<file path="src/rtl/regfile_write_arbiter_if.sv">
// ---------------------------------------------------------------------------
// regfile_write_arbiter_if
// Bundles the two valid/ready write requesters and the register-file write
// port driven by regfile_write_arbiter.
//   req0_valid/addr/data -> requester 0 write request, req0_ready <- grant
//   req1_valid/addr/data -> requester 1 write request, req1_ready <- grant
//   RegWrite/WriteReg/WriteData <- registered register-file write port
// Modports: master = requesters + register file side, slave = arbiter side.
// ---------------------------------------------------------------------------
interface regfile_write_arbiter_if #(
    parameter int unsigned AW = 5,
    parameter int unsigned DW = 32
);
    logic          req0_valid;
    logic [AW-1:0] req0_addr;
    logic [DW-1:0] req0_data;
    logic          req0_ready;

    logic          req1_valid;
    logic [AW-1:0] req1_addr;
    logic [DW-1:0] req1_data;
    logic          req1_ready;

    logic          RegWrite;
    logic [AW-1:0] WriteReg;
    logic [DW-1:0] WriteData;

    modport master (
        output req0_valid, req0_addr, req0_data,
        input  req0_ready,
        output req1_valid, req1_addr, req1_data,
        input  req1_ready,
        input  RegWrite, WriteReg, WriteData
    );

    modport slave (
        input  req0_valid, req0_addr, req0_data,
        output req0_ready,
        input  req1_valid, req1_addr, req1_data,
        output req1_ready,
        output RegWrite, WriteReg, WriteData
    );
endinterface

</file>
<file path="src/rtl/regfile_write_arbiter.sv">
// ---------------------------------------------------------------------------
// regfile_write_arbiter
// Owns the register file's single write port. After reset (and on
// clear_req) it sweeps registers 0..NREG-1 to zero, because the register
// file has no reset. In RUN it round-robin arbitrates two valid/ready
// requesters onto the registered write port; writes to register 0 are
// acknowledged but never asserted on RegWrite.
// Ports:
//   clk        - clock, rising edge
//   rst        - synchronous active-high reset
//   clear_req  - one-cycle pulse, restart the zero sweep (ignored in CLEAR)
//   bus        - requester handshakes and RegWrite/WriteReg/WriteData
//   init_done  - high while in RUN
// ---------------------------------------------------------------------------
module regfile_write_arbiter #(
    parameter int unsigned NREG = 32,
    parameter int unsigned AW   = 5,
    parameter int unsigned DW   = 32
) (
    input  logic                    clk,
    input  logic                    rst,
    input  logic                    clear_req,
    regfile_write_arbiter_if.slave  bus,
    output logic                    init_done
);

    typedef enum logic {CLEAR, RUN} state_t;

    state_t        state, state_nxt;
    logic [AW-1:0] cnt, cnt_nxt;
    logic          prio;        // requester favoured when both are valid
    logic          grant0, grant1;
    logic          acc0, acc1;

    // State register plus the registered write port.
    always_ff @(posedge clk) begin
        if (rst) begin
            state         <= CLEAR;
            cnt           <= '0;
            prio          <= 1'b0;
            bus.RegWrite  <= 1'b0;
            bus.WriteReg  <= '0;
            bus.WriteData <= '0;
        end else begin
            state <= state_nxt;
            cnt   <= cnt_nxt;
            if (state == CLEAR) begin
                bus.RegWrite  <= 1'b1;
                bus.WriteReg  <= cnt;
                bus.WriteData <= '0;
            end else if (acc0) begin
                bus.RegWrite  <= |bus.req0_addr;
                bus.WriteReg  <= bus.req0_addr;
                bus.WriteData <= bus.req0_data;
                prio          <= 1'b1;
            end else if (acc1) begin
                bus.RegWrite  <= |bus.req1_addr;
                bus.WriteReg  <= bus.req1_addr;
                bus.WriteData <= bus.req1_data;
                prio          <= 1'b0;
            end else begin
                // Address/data hold their last values when idle.
                bus.RegWrite  <= 1'b0;
            end
        end
    end

    // Next-state logic: sweep counter in CLEAR, clear_req re-entry from RUN.
    always_comb begin
        state_nxt = state;
        cnt_nxt   = cnt;
        case (state)
            CLEAR: begin
                if (cnt == AW'(NREG - 1)) begin
                    state_nxt = RUN;
                    cnt_nxt   = '0;
                end else begin
                    cnt_nxt = cnt + AW'(1);
                end
            end
            RUN: begin
                if (clear_req) begin
                    state_nxt = CLEAR;
                    cnt_nxt   = '0;
                end
            end
            default: begin
                state_nxt = CLEAR;
                cnt_nxt   = '0;
            end
        endcase
    end

    // Outputs: grant is combinational on valid, gated by RUN and clear_req.
    // rst is folded in so readys are low before the first reset edge.
    always_comb begin
        grant0         = bus.req0_valid & (~bus.req1_valid | ~prio);
        grant1         = bus.req1_valid & (~bus.req0_valid |  prio);
        bus.req0_ready = ~rst & (state == RUN) & ~clear_req & grant0;
        bus.req1_ready = ~rst & (state == RUN) & ~clear_req & grant1;
        acc0           = bus.req0_ready & bus.req0_valid;
        acc1           = bus.req1_ready & bus.req1_valid;
        init_done      = (state == RUN);
    end

endmodule

</file>
<file path="src/flat_wrapper.sv">
// flat-port wrapper written by rule: the top's interface ports become plain ports
module regfile_write_arbiter_flat 
#(
    parameter int unsigned NREG = 32,
    parameter int unsigned AW   = 5,
    parameter int unsigned DW   = 32
)
  (clk, rst, clear_req, init_done, bus_req0_valid, bus_req0_addr, bus_req0_data, bus_req0_ready, bus_req1_valid, bus_req1_addr, bus_req1_data, bus_req1_ready, bus_RegWrite, bus_WriteReg, bus_WriteData);
  regfile_write_arbiter_if #(.AW(AW), .DW(DW)) bus_i ();
  input  logic clk;
  input  logic rst;
  input  logic clear_req;
  output logic init_done;
  input wire logic [$bits(bus_i.req0_valid)-1:0] bus_req0_valid;
  input wire logic [$bits(bus_i.req0_addr)-1:0] bus_req0_addr;
  input wire logic [$bits(bus_i.req0_data)-1:0] bus_req0_data;
  output wire logic [$bits(bus_i.req0_ready)-1:0] bus_req0_ready;
  input wire logic [$bits(bus_i.req1_valid)-1:0] bus_req1_valid;
  input wire logic [$bits(bus_i.req1_addr)-1:0] bus_req1_addr;
  input wire logic [$bits(bus_i.req1_data)-1:0] bus_req1_data;
  output wire logic [$bits(bus_i.req1_ready)-1:0] bus_req1_ready;
  output wire logic [$bits(bus_i.RegWrite)-1:0] bus_RegWrite;
  output wire logic [$bits(bus_i.WriteReg)-1:0] bus_WriteReg;
  output wire logic [$bits(bus_i.WriteData)-1:0] bus_WriteData;
  assign bus_i.req0_valid = bus_req0_valid;
  assign bus_i.req0_addr = bus_req0_addr;
  assign bus_i.req0_data = bus_req0_data;
  assign bus_req0_ready = bus_i.req0_ready;
  assign bus_i.req1_valid = bus_req1_valid;
  assign bus_i.req1_addr = bus_req1_addr;
  assign bus_i.req1_data = bus_req1_data;
  assign bus_req1_ready = bus_i.req1_ready;
  assign bus_RegWrite = bus_i.RegWrite;
  assign bus_WriteReg = bus_i.WriteReg;
  assign bus_WriteData = bus_i.WriteData;
  regfile_write_arbiter #(.NREG(NREG), .AW(AW), .DW(DW)) u_core (.clk(clk), .rst(rst), .clear_req(clear_req), .bus(bus_i), .init_done(init_done));
endmodule
</file>
<file path="config.mk">
export PLATFORM = sky130hd
export DESIGN_NAME = regfile_write_arbiter_flat
export DESIGN_NICKNAME = d
export VERILOG_FILES = /design/src/rtl/regfile_write_arbiter_if.sv /design/src/rtl/regfile_write_arbiter.sv /design/src/flat_wrapper.sv
export SDC_FILE = /design/constraint.sdc
export NUM_CORES = 1
export LEC_CHECK = 0
export ABC_AREA = 0
export BUFFER_PORTS_ARGS = -buffer_cell sky130_fd_sc_hd__buf_4
export CAP_MARGIN = 20
export CORE_ASPECT_RATIO = 1.1
export CORE_MARGIN = 2
export CORE_UTILIZATION = 39
export DETAILED_ROUTE_END_ITERATION = 7
export PLACE_DENSITY = 0.82
export SLEW_MARGIN = 15
export SYNTH_ARGS = -nofsm -noshare
export SYNTH_HDL_FRONTEND = slang
export SYNTH_SLANG_ARGS = --single-unit
</file>
<file path="constraint.sdc">
create_clock -name clk -period 1.5 [get_ports clk]
set_clock_uncertainty 0.1 [all_clocks]
set_input_delay 0.15 -clock clk [delete_from_list [all_inputs] [get_ports clk]]
set_output_delay 0.15 -clock clk [all_outputs]
set_load 0.1 [all_outputs]
</file>
# [Word level (Yosys, flattened, before mapping)]
# Index checks and enable logic that the tools add are counted.
[word_totals] in_bits=79 wordCells=47 regBits=45
[classes] n_reduce_logical=5 n_eq_ne=3 n_mux=16 addsub=1 n_bitwise=16
[op_table] op="$mux W32" count=2
[op_table] op="$mux W5" count=5
[op_table] op="$pmux W5 S2" count=1
[op_table] op="$reduce_or A5 Y1" count=2
[op_table] op="$and A1 B1 Y1" count=8
[op_table] op="$mux W1" count=7
[op_table] op="$not A1 Y1" count=6
[op_table] op="$add A5 B1 Y5 const B" count=1
[op_table] op="$eq A5 B5 Y1 const B" count=1
[op_table] op="$ne A3 B3 Y1 const B" count=1
[op_table] op="$ne A2 B2 Y1 const B" count=1
[op_table] op="$or A1 B1 Y1" count=2
[op_table] op="$pmux W1 S2" count=1
[op_table] op="$reduce_and A2 Y1" count=1
[op_table] op="$reduce_bool A2 Y1" count=1
[op_table] op="$reduce_or A2 Y1" count=1

# [Logic depth before layout (Yosys ltp)]
# Gate-level depths: netlist (run 1).
[logic_depth] word_depth=8 depth_mapped=6 mapped_depth_nobuf=6

# [Least setup slack after synthesis (run 1)]
# OpenSTA, ideal clock, no wires.
[synth_timing] kind="reg-to-reg" startpoint="register u_core.state, in the netlist u_core.init_done" endpoint="register u_core.bus.RegWrite" t_arrival_ns=2.501 stages_incl_launch_ff=5 slack_ns=-1.176 setup_ns=0.075 synth_period_minus_slack_ns=2.676 path_cell_list="dfxtp_1 -> nor3b_2 -> and3_1 -> o21ai_1 -> a31oi_1"
[synth_via] elab_chain_cells=7 elab_cells_between_ends=9 classes_between="3 x mux; 6 x bitwise"
[synth_rtl] item="from (decl)" line="regfile_write_arbiter.sv:29" rtl="state_t state, state_nxt;"
[synth_rtl] item="from (signal assigned)" line="regfile_write_arbiter.sv:45" rtl="state <= state_nxt;"
[synth_rtl] item="$and A1 B1 Y1 (3 in a row)" line="regfile_write_arbiter.sv:100" rtl="bus.req1_ready = ~rst & (state == RUN) & ~clear_req & grant1;"
[synth_rtl] item="via bus_req1_ready" line="flat_wrapper.sv:21" rtl="output wire logic [$bits(bus_i.req1_ready)-1:0] bus_req1_ready;"
[synth_rtl] item="$and A1 B1 Y1" line="regfile_write_arbiter.sv:102" rtl="acc1 = bus.req1_ready & bus.req1_valid;"
[synth_rtl] item="$mux W1" line="regfile_write_arbiter.sv:56" rtl="end else if (acc1) begin"
[synth_rtl] item="$mux W1" line="regfile_write_arbiter.sv:51" rtl="end else if (acc0) begin"
[synth_rtl] item="$mux W1" line="regfile_write_arbiter.sv:47" rtl="if (state == CLEAR) begin"
[synth_rtl] item="to (signal assigned)" line="regfile_write_arbiter.sv:52" rtl="bus.RegWrite <= |bus.req0_addr;"
[synth_rtl] item="to (signal assigned)" line="regfile_write_arbiter.sv:57" rtl="bus.RegWrite <= |bus.req1_addr;"
[synth_rtl] item="to (decl)" line="regfile_write_arbiter_if.sv:41" rtl="output RegWrite, WriteReg, WriteData"
# The timed path passes the listed nets, and every way through them passes these cells.
# A chain may end at the register's enable or synchronous reset.

# [Final worst setup path (run 1)]
[layout_timing] startpoint="register u_core.state, in the netlist u_core.init_done" endpoint="output port bus_req1_ready"
[layout_via] elab_chain_cells=3
[layout_rtl] item="$and A1 B1 Y1 (3 in a row)" line="regfile_write_arbiter.sv:100"
[layout_rtl] item="to (decl)" line="flat_wrapper.sv:21"
# Every way passes these cells.

==> impl_results.rst, run 1 <==
.. list-table::
   :header-rows: 1

   * - Metric
     - Value
   * - DRC violations left
     - 0
   * - R2R setup slack
     - about 0.02 ns
   * - Worst Hold Margin
     - approximately 0.023 ns
   * - Clk slew on worst S/H paths
     - 0.08 ns
   * - Pins Over Slew Limit
     - 0
   * - Logic gate share of total power
     - 0.136
   * - FMAX
     - 0.663 GHz
   * - Setup repair after global routing missed its margin
     - yes
   * - Number of maximum-capacitance violations
     - 0
   * - Final standard cell area without fillers
     - 3380 um2
   * - Clock latency at the later pin of the worst-skew pair
     - approximately 0.29 ns
   * - Clock share of power
     - 0.327
   * - Least-Margin Pin Slew
     - 0.586 ns
   * - Dpl cell area
     - 3080 um2
   * - Initial antenna violation count
     - 0
   * - DR WL/cell
     - between 10 and 15 um
   * - Number of routed nets with antenna violations
     - 0
   * - Classification of the worst-slack hold path
     - in -> reg
   * - GR Util All Layers
     - 0.208
   * - Number of top-level design ports
     - 120
   * - Synth Net Count
     - approximately 330
   * - Number of DRC markers in iteration 0
     - between 50 and 60
   * - Post-Syn Area per Cell
     - 8.09 um2
   * - Worst reg2reg path endpoint
     - u_core.cnt[3]
   * - Buffer levels on the longest clock path
     - 2
   * - Grt ovf
     - 0
   * - Share of synthesized area spent on multiplexers
     - 0.0244
   * - Total CTS buffers
     - 5
   * - Final cycle utilization of the critical path
     - 1.01
   * - Largest vdd supply drop
     - between 0.0004 and 0.0005 V
   * - PD cells
     - ~670 nW/um2
   * - Switching portion of total power
     - 0.227
   * - Synthesized instance count
     - between 200 and 300
   * - Share of final-layout standard cells stronger than drive strength 1
     - 0.440
   * - Setup ws final
     - -0.00783 ns
   * - # clock sinks
     - 45
   * - Filler cell count
     - around 430
   * - Worst R2R Start
     - u_core.cnt[0]
   * - First element of the critical path
     - u_core.init_done
   * - Adder-cell share of the synthesized area
     - 0.0122
   * - Switching pwr
     - between 0.5 and 0.6 mW
   * - Xor/xnor cell area share of the yosys netlist
     - 0
   * - Static leakage
     - roughly 1.6 nW
   * - Largest net degree at the start of global routing
     - 35
   * - Core Box Area
     - 5030 um2
   * - Post-layout min period
     - roughly 1.5 ns
   * - Count of inserted antenna diode cells
     - 0
   * - Setup crit end kind
     - output port
   * - Final weighted congestion of routability-driven global placement
     - between 0.7 and 0.8
   * - Die Span Y
     - roughly 80 um
   * - Total length of routed wires
     - 6350 um
   * - Warnings, synthesis
     - 0
   * - Compound-cell area share of the yosys netlist
     - 0.248
   * - Die ar.
     - roughly 5800 um2
   * - Fraction of met2 tracks used by global routing
     - 0.349
   * - Flip-flop and latch count after synthesis
     - 45
   * - Fraction of met3 tracks used by global routing
     - 0.0593
   * - First-pass detailed-route iteration total
     - 4
   * - Arrival time at the worst endpoint
     - between 1 and 1.5 ns
   * - CTS tree
     - built
   * - Fraction of the mapped netlist area in simple logic gates
     - 0.208
   * - Met1 global-route usage
     - 0.253
   * - Sequential share of the synthesized area
     - 0.440
   * - Power consumption
     - ~2.3 mW
   * - Number of hold-slack violations in the final timing report
     - 0
   * - Post-synthesis cell area
     - 2050 um2
   * - Die X
     - roughly 73 um
   * - Site Rows
     - 27
   * - Library cells used by synthesis
     - 28
   * - Number of global-route vias before repair
     - around 2,200
   * - Detailed Place HPWL
     - roughly 4400 um
   * - Area overhead of the layout relative to synthesis
     - 65.0%
   * - Violated checks
     - negative setup slack
   * - Critical path startpoint category
     - register
   * - Global-route wire length before repair
     - ~9700 um
   * - Sequential share of power
     - 0.536
   * - Count of input and output buffers
     - between 100 and 150
   * - Endpoint of the worst setup timing path
     - bus_req1_ready
   * - Req. time, crit path
     - around 1.3 ns
   * - Peak-usage layer in the global routing report
     - met2
   * - Starting Density
     - 0.407
   * - CTS Root Cell
     - sky130_fd_sc_hd__clkbuf_8
   * - Vias after detailed routing
     - between 2,000 and 2,500
   * - Remaining max-slew budget at the tightest pin
     - 0.607
   * - Sum of negative setup slack
     - -0.00783 ns
   * - Internal Pwr Total
     - ~1.7 mW
   * - Average via count per standard cell
     - roughly 5.3
   * - Result of the run
     - finished, violations left
   * - Htree depth
     - 2
   * - Worst Setup Path Type
     - reg -> out
   * - Combinational family with the most area after synthesis
     - compound AO/OA/AOI/OAI gates
   * - Setup Viol. Count Final
     - 1
   * - Number of nets at the end of the flow
     - around 460
   * - Largest driver fanout on the critical path
     - 3
   * - Logic depth of the worst register-to-register path
     - 6
==> metrics by stage <==
| step | util | std cells | setup slack [ns] |
|---|---|---|---|
| global placement | 0.612 | 424 | 0.0300 |
| CTS | 0.645 | 436 | -0.0206 |
| finish | 0.671 | 440 | -0.00783 |
| detailed placement | 0.612 | 424 | -0.0581 |
| floorplan | - | 253 | -0.136 |
| global route | 0.671 | 440 | -0.0726 |
==> worst max-delay path: stages, from the launching register on <==
cell	delay, ns
sky130_fd_sc_hd__dfxtp_4	0.36
sky130_fd_sc_hd__nor3b_4	0.20
sky130_fd_sc_hd__and3_4	0.24
sky130_fd_sc_hd__buf_12	0.17
==> worst min-delay path by stage <==
stage                           start                        to  slack [ns]  cells past startpoint
floorplan                         rst          u_core.init_done        0.11                      1
global placement            clear_req          u_core.init_done        0.30                      2
detailed placement          clear_req          u_core.init_done        0.30                      2
CTS                         clear_req          u_core.init_done      -0.009                      2
global route        bus_req0_data[27]  u_core.bus.WriteData[27]        0.02                      3
finish               bus_req0_data[8]   u_core.bus.WriteData[8]        0.02                      3
==> state kept, by name, indices dropped and copies added (netlist names) <==
| register | count |
|---|---|
| u_core.init_done | 1 |
| u_core.prio | 1 |
| u_core.bus.WriteData | 32 |
| u_core.bus.WriteReg | 5 |
| u_core.cnt | 5 |
| u_core.bus.RegWrite | 1 |
==> power by group through the flow <==
stage / registers (mW) / clock network (mW) / logic, mW
after floorplan: 1.28 / 0 / 0.0543
after global placement: 1.24 / 0 / 0.295
after detailed placement: 1.24 / 0 / 0.301
after CTS: 1.21 / 0.764 / 0.304
after global routing: 1.21 / 0.807 / 0.330
final: 1.21 / 0.741 / 0.308
==> layer usage <==
layer	up-vias	wire (um)
met5	-	0
met4	0	70
met3	9	521
met2	104	3190
met1	1061	2580
li1	1164	-
==> layout make-up <==
type | count | area [um2] | area share
clock buffers | 7 | 86.3 | 0.0256
repair buffers | 142 | 1200 | 0.356
well taps | 58 | 72.6 | 0.0215
multi-input cells | 187 | 1100 | 0.325
flip-flops and latches | 45 | 905 | 0.268
inverters | 1 | 11.3 | 0.00333
==> cells in the final DEF (no fill, tap or decap), types with 2 or more instances in the layout <==
cell                        netlist  layout
sky130_fd_sc_hd__a21oi_1          5       5
sky130_fd_sc_hd__a31oi_1         38      38
sky130_fd_sc_hd__and3_4           0       2
sky130_fd_sc_hd__buf_12           0       6
sky130_fd_sc_hd__buf_4            6     130
sky130_fd_sc_hd__buf_6            4       2
sky130_fd_sc_hd__clkbuf_16        0       3
sky130_fd_sc_hd__clkbuf_8         0       6
sky130_fd_sc_hd__dfxtp_1         45      44
sky130_fd_sc_hd__mux2i_1          5       5
sky130_fd_sc_hd__nand2_1         65      58
sky130_fd_sc_hd__nand2_2          0       7
sky130_fd_sc_hd__nand2b_1         4       4
sky130_fd_sc_hd__nand3b_1         3       3
sky130_fd_sc_hd__nor2b_1          6       6
sky130_fd_sc_hd__nor3_2           0       2
sky130_fd_sc_hd__o21ai_1         35      38
sky130_fd_sc_hd__o22ai_1          5       5
sky130_fd_sc_hd__or4_1            2       2
==> timing repair <==
item                                   4_1_cts  5_1_grt
pin swaps                                    3        3
setup buffers                                5        0
endpoints found under the hold margin        1        1
cloned                                       0        3
setup endpoints to repair                    3       37
resized for setup                           11       10
==> cell usage after synthesis <==
master                      n  area share
sky130_fd_sc_hd__clkbuf_1   6       0.011
sky130_fd_sc_hd__buf_4      6       0.022
sky130_fd_sc_hd__a31oi_1   38        0.12
sky130_fd_sc_hd__a311oi_1   1      0.0043
sky130_fd_sc_hd__buf_2      4      0.0098
sky130_fd_sc_hd__o21a_1     1      0.0037
sky130_fd_sc_hd__o22ai_1    5       0.015
sky130_fd_sc_hd__nor2_1     2      0.0037
sky130_fd_sc_hd__o21ai_1   35       0.086
sky130_fd_sc_hd__o21ai_0    3      0.0073
sky130_fd_sc_hd__nand3b_1   3       0.011
sky130_fd_sc_hd__nand2b_1   4       0.012
sky130_fd_sc_hd__or4_1      2      0.0073
sky130_fd_sc_hd__dfxtp_1   45        0.44
sky130_fd_sc_hd__nand4_1    1      0.0031
sky130_fd_sc_hd__mux2i_1    5       0.024
sky130_fd_sc_hd__nor2b_1    6       0.018
sky130_fd_sc_hd__inv_2      1      0.0018
sky130_fd_sc_hd__nor2b_4    1      0.0067
sky130_fd_sc_hd__and3_1     2      0.0061
sky130_fd_sc_hd__nor3b_2    1      0.0061
sky130_fd_sc_hd__buf_6      4       0.022
sky130_fd_sc_hd__nand2_1   65        0.12
sky130_fd_sc_hd__a211oi_1   1      0.0037
sky130_fd_sc_hd__a21oi_1    5       0.012
sky130_fd_sc_hd__nor3_1     3      0.0073
sky130_fd_sc_hd__nand4b_2   1      0.0073
sky130_fd_sc_hd__ha_1       2       0.012
==> logic make-up (layout without fill, tap and decap cells) <==
kind of cell | Yosys count | count (layout)
fa+ha+maj | 2 | 2
buf+inv | 21 | 150
mux | 5 | 5
flops | 45 | 45
simple gates | 91 | 91
compound gates | 89 | 89
No activity file was read; power rests on OpenSTA's default activity.
==> run 2: changes to the inputs <==
--- a/config.mk
+++ b/config.mk
@@ -6,13 +6,13 @@
 export NUM_CORES = 1
 export LEC_CHECK = 0
 export ABC_AREA = 0
-export BUFFER_PORTS_ARGS = -buffer_cell sky130_fd_sc_hd__buf_4
 export CAP_MARGIN = 20
 export CORE_ASPECT_RATIO = 1.1
 export CORE_MARGIN = 2
-export CORE_UTILIZATION = 39
+export CORE_UTILIZATION = 55
 export DETAILED_ROUTE_END_ITERATION = 7
-export PLACE_DENSITY = 0.82
+export DONT_BUFFER_PORTS = 1
+export PLACE_DENSITY = 0.76
 export SLEW_MARGIN = 15
 export SYNTH_ARGS = -nofsm -noshare
 export SYNTH_HDL_FRONTEND = slang
==> constraint.sdc (replaced) <==
create_clock -name clk -period 2 [get_ports clk]
set_clock_uncertainty 0.1 [all_clocks]
set_input_delay 0.2 -clock clk [delete_from_list [all_inputs] [get_ports clk]]
set_output_delay 0.2 -clock clk [all_outputs]
set_load 0.1 [all_outputs]
==> impl_results.rst, run 2 (synthesis gave the netlist of run 1 again) <==
.. list-table::
   :header-rows: 1

   * - Metric
     - Value
   * - Delay of the slowest cell on the worst path
     - 0.63 ns (was 0.36 ns)
   * - Register containing the most flip-flops in the final layout
     - u_core.bus.WriteData (unchanged)
   * - Site Rows
     - 23 (was 27)
   * - Leading cell type in the layout, fill and taps excluded
     - sky130_fd_sc_hd__nand2_1 (was sky130_fd_sc_hd__buf_4)
   * - CTS tree
     - built (unchanged)
   * - Largest vdd supply drop
     - 0.000516 V (was 0.000435 V)
   * - Biggest registers after layout
     - u_core.bus.WriteData (32), u_core.bus.WriteReg (5), u_core.cnt (5) (unchanged)
   * - Setup Viol. Count Final
     - 2 (was 1)
   * - Classification of the worst-slack hold path
     - in -> reg (unchanged)
   * - Global-route wire length before repair
     - 11,600 um (was 9660 um)
   * - Die Span Y
     - 68.0 um (was 80.0 um)
   * - Area overhead of the layout relative to synthesis
     - 59.0% (was 65.0%)
   * - Cell-by-cell listing of the critical path
     - nor2b_4, nand4b_4, inv_4, buf_12, nand2_1, a31oi_1, dlygate4sd3_1 (was nor3b_4, and3_4, buf_12)
   * - Count of input and output buffers
     - 0 (was 119)
   * - Number of hold-slack violations in the final timing report
     - 2 (was 0)
   * - Share of the core filled with cells
     - 0.905 (was 0.671)
   * - Area used by sequential logic in the layout
     - 902 um2 (was 905 um2)
   * - Htree depth
     - 2 (unchanged)
   * - Req. time, crit path
     - 2.12 ns (was 1.25 ns)
   * - Peak-usage layer in the global routing report
     - met2 (unchanged)
   * - CTS Root Cell
     - sky130_fd_sc_hd__clkbuf_8 (unchanged)
   * - Pins Over Slew Limit
     - 0 (unchanged)
   * - Core Box Area
     - 3600 um2 (was 5030 um2)
   * - Worst Setup Path Type
     - reg -> reg (was reg -> out)
   * - Largest net degree at the start of global routing
     - 35 (unchanged)
   * - Filler cell count
     - 168 (was 429)
   * - Number of maximum-capacitance violations
     - 0 (unchanged)
   * - Critical path startpoint category
     - register (unchanged)
   * - PD cells
     - 507 nW/um2 (was 670 nW/um2)
   * - Remaining max-slew budget at the tightest pin
     - 0.576 (was 0.607)
   * - Number of flip-flops under the largest register name
     - 32 (unchanged)
   * - Fraction of met2 tracks used by global routing
     - 0.633 (was 0.349)
   * - Worst Hold Margin
     - -0.00958 ns (was 0.0228 ns)
   * - Detailed Place HPWL
     - 3590 um (was 4360 um)
   * - First-pass detailed-route iteration total
     - 4 (unchanged)
   * - Result of the run
     - finished, violations left (unchanged)
   * - Share of final-layout standard cells stronger than drive strength 1
     - 0.194 (was 0.440)
   * - Setup ws final
     - -0.0791 ns (was -0.00783 ns)
   * - Initial antenna violation count
     - 0 (unchanged)
   * - Number of nets at the end of the flow
     - 437 (was 463)
   * - Total length of routed wires
     - 8620 um (was 6350 um)
   * - Count of inserted antenna diode cells
     - 0 (unchanged)
   * - Met1 global-route usage
     - 0.398 (was 0.253)
   * - FMAX
     - 0.481 GHz
   * - Violated checks
     - negative hold slack, negative setup slack (was negative setup slack)
   * - Least-Margin Pin Slew
     - 0.631 ns (was 0.586 ns)
   * - DR WL/cell
     - 21.2 um (was 14.4 um)
   * - Buffer levels on the longest clock path
     - 2 (unchanged)
   * - Grt ovf
     - 0 (unchanged)
   * - Final weighted congestion of routability-driven global placement
     - 0.741 (was 0.785)
   * - Number of top-level design ports
     - 120 (unchanged)
   * - Slowest cell on crit path
     - sky130_fd_sc_hd__dlygate4sd3_1 (was sky130_fd_sc_hd__dfxtp_4)
   * - Total CTS buffers
     - 5 (unchanged)
   * - Final cycle utilization of the critical path
     - 1.04
   * - Clock latency at the later pin of the worst-skew pair
     - 0.29 ns (about the same)
   * - Static leakage
     - 1.46 nW (was 1.57 nW)
   * - Sum of negative setup slack
     - -0.0976 ns (was -0.00783 ns)
   * - GR Util All Layers
     - 0.357 (was 0.208)
   * - Clk slew on worst S/H paths
     - 0.08 ns (about the same)
   * - Number of global-route vias before repair
     - 2,325 (was 2,207)
   * - Starting Density
     - 0.569 (was 0.407)
   * - Largest driver fanout on the critical path
     - 17 (was 3)
   * - Placement-stage worst setup slack
     - 0.339 ns (was -0.0581 ns)
   * - Setup crit end kind
     - register (was output port)
   * - Number of DRC markers in iteration 0
     - 322 (was 52)
   * - Fraction of met3 tracks used by global routing
     - 0.112 (was 0.0593)
   * - Setup repair after global routing missed its margin
     - yes (unchanged)
   * - Area occupied by multi-input gates
     - 1050 um2 (was 1100 um2)
   * - Average via count per standard cell
     - 6.11 (was 5.31)
   * - Most frequent cells in the layout
     - 65 x sky130_fd_sc_hd__nand2_1, 62 x sky130_fd_sc_hd__dlygate4sd3_1, 44 x sky130_fd_sc_hd__dfxtp_1 (was 130 x sky130_fd_sc_hd__buf_4, 58 x sky130_fd_sc_hd__nand2_1, 44 x sky130_fd_sc_hd__dfxtp_1)
   * - Die X
     - 62.2 um (was 73.1 um)
   * - Dpl cells
     - 331 (was 424)
   * - Post-layout min period
     - between 2 and 2.5 ns
   * - Final Instance Count excl. Fillers
     - 406 (was 440)
   * - # clock sinks
     - 45 (unchanged)
   * - Arrival time at the worst endpoint
     - 2.20 ns (was 1.26 ns)
   * - Die ar.
     - 4230 um2 (was 5840 um2)
   * - Vias after detailed routing
     - 2,480 (was 2,338)
   * - Number of routed nets with antenna violations
     - 0 (unchanged)
   * - DRC violations left
     - 0 (unchanged)
[run 2: changes by cell type in the layout (fill, tap and decap cells not counted), sizes merged]
cell          previous run  this run
buf                    138        51
clkbuf                  10         9
dlygate4sd3              1        62
dlymetal6s4s             0         1
[run 2: final timing paths]
| path | from | end | slack (ns) | depth (start not counted) |
|---|---|---|---|---|
| hold reg to reg | u_core.prio | u_core.prio | 0.40 | 2 |
| hold / removal | bus_req0_data[2] | u_core.bus.WriteData[2] | -0.01 | 2 |
| setup reg to reg | u_core.init_done | u_core.bus.WriteData[0] | -0.08 | 7 |
| setup / recovery | u_core.init_done | u_core.bus.WriteData[0] | -0.08 | 7 |
[run 2: per-stage QoR]
stage,area (um2),power [mW]
final,3260,1.65
after global routing,3260,1.69
after CTS,3110,1.63
after detailed placement,2370,1.02
after global placement,2370,1.01
after floorplan,2050,1.00
[run 2: cell type report]
class,count,share of cell area
Sequential cell,45,0.277
Multi-Input combinational cell,187,0.322
Tap cell,50,0.0192
Inverter,1,0.00192
Timing Repair Buffer,116,0.353
Clock buffer,7,0.0265
[run 2: repair_timing]
item,CTS,global route
setup buffers,0,3
endpoints found under the setup margin,0,21
hold buffers,66,0
endpoints found under the hold margin,45,0
gates resized for setup,0,22
[run 2: per-layer routing]
| metal | wire, um | up-vias | part of all wire |
|---|---|---|---|
| met4 | 539 | 0 | 0.063 |
| met1 | 3080 | 1136 | 0.36 |
| met3 | 830 | 60 | 0.096 |
| met2 | 4170 | 171 | 0.48 |
| li1 | - | 1113 | - |
| met5 | 0 | - | 0 |
[run 2: critical path: cells and delay by family (launching register included)]
family | cells | cell delay (ns)
flip-flops | 1 | 0.35
buffers and inverters | 3 | 0.90
AND/OR/NAND/NOR | 3 | 0.41
AO/OA/AOI/OAI | 1 | 0.25
[run 2: power breakdown]
part / internal (mW) / leakage, nW / switching [mW] / total, mW
combinational: 0.0874 / 1.05 / 0.0836 / 0.171
clock: 0.275 / 0.0443 / 0.291 / 0.566
sequential: 0.904 / 0.364 / 0.00827 / 0.913
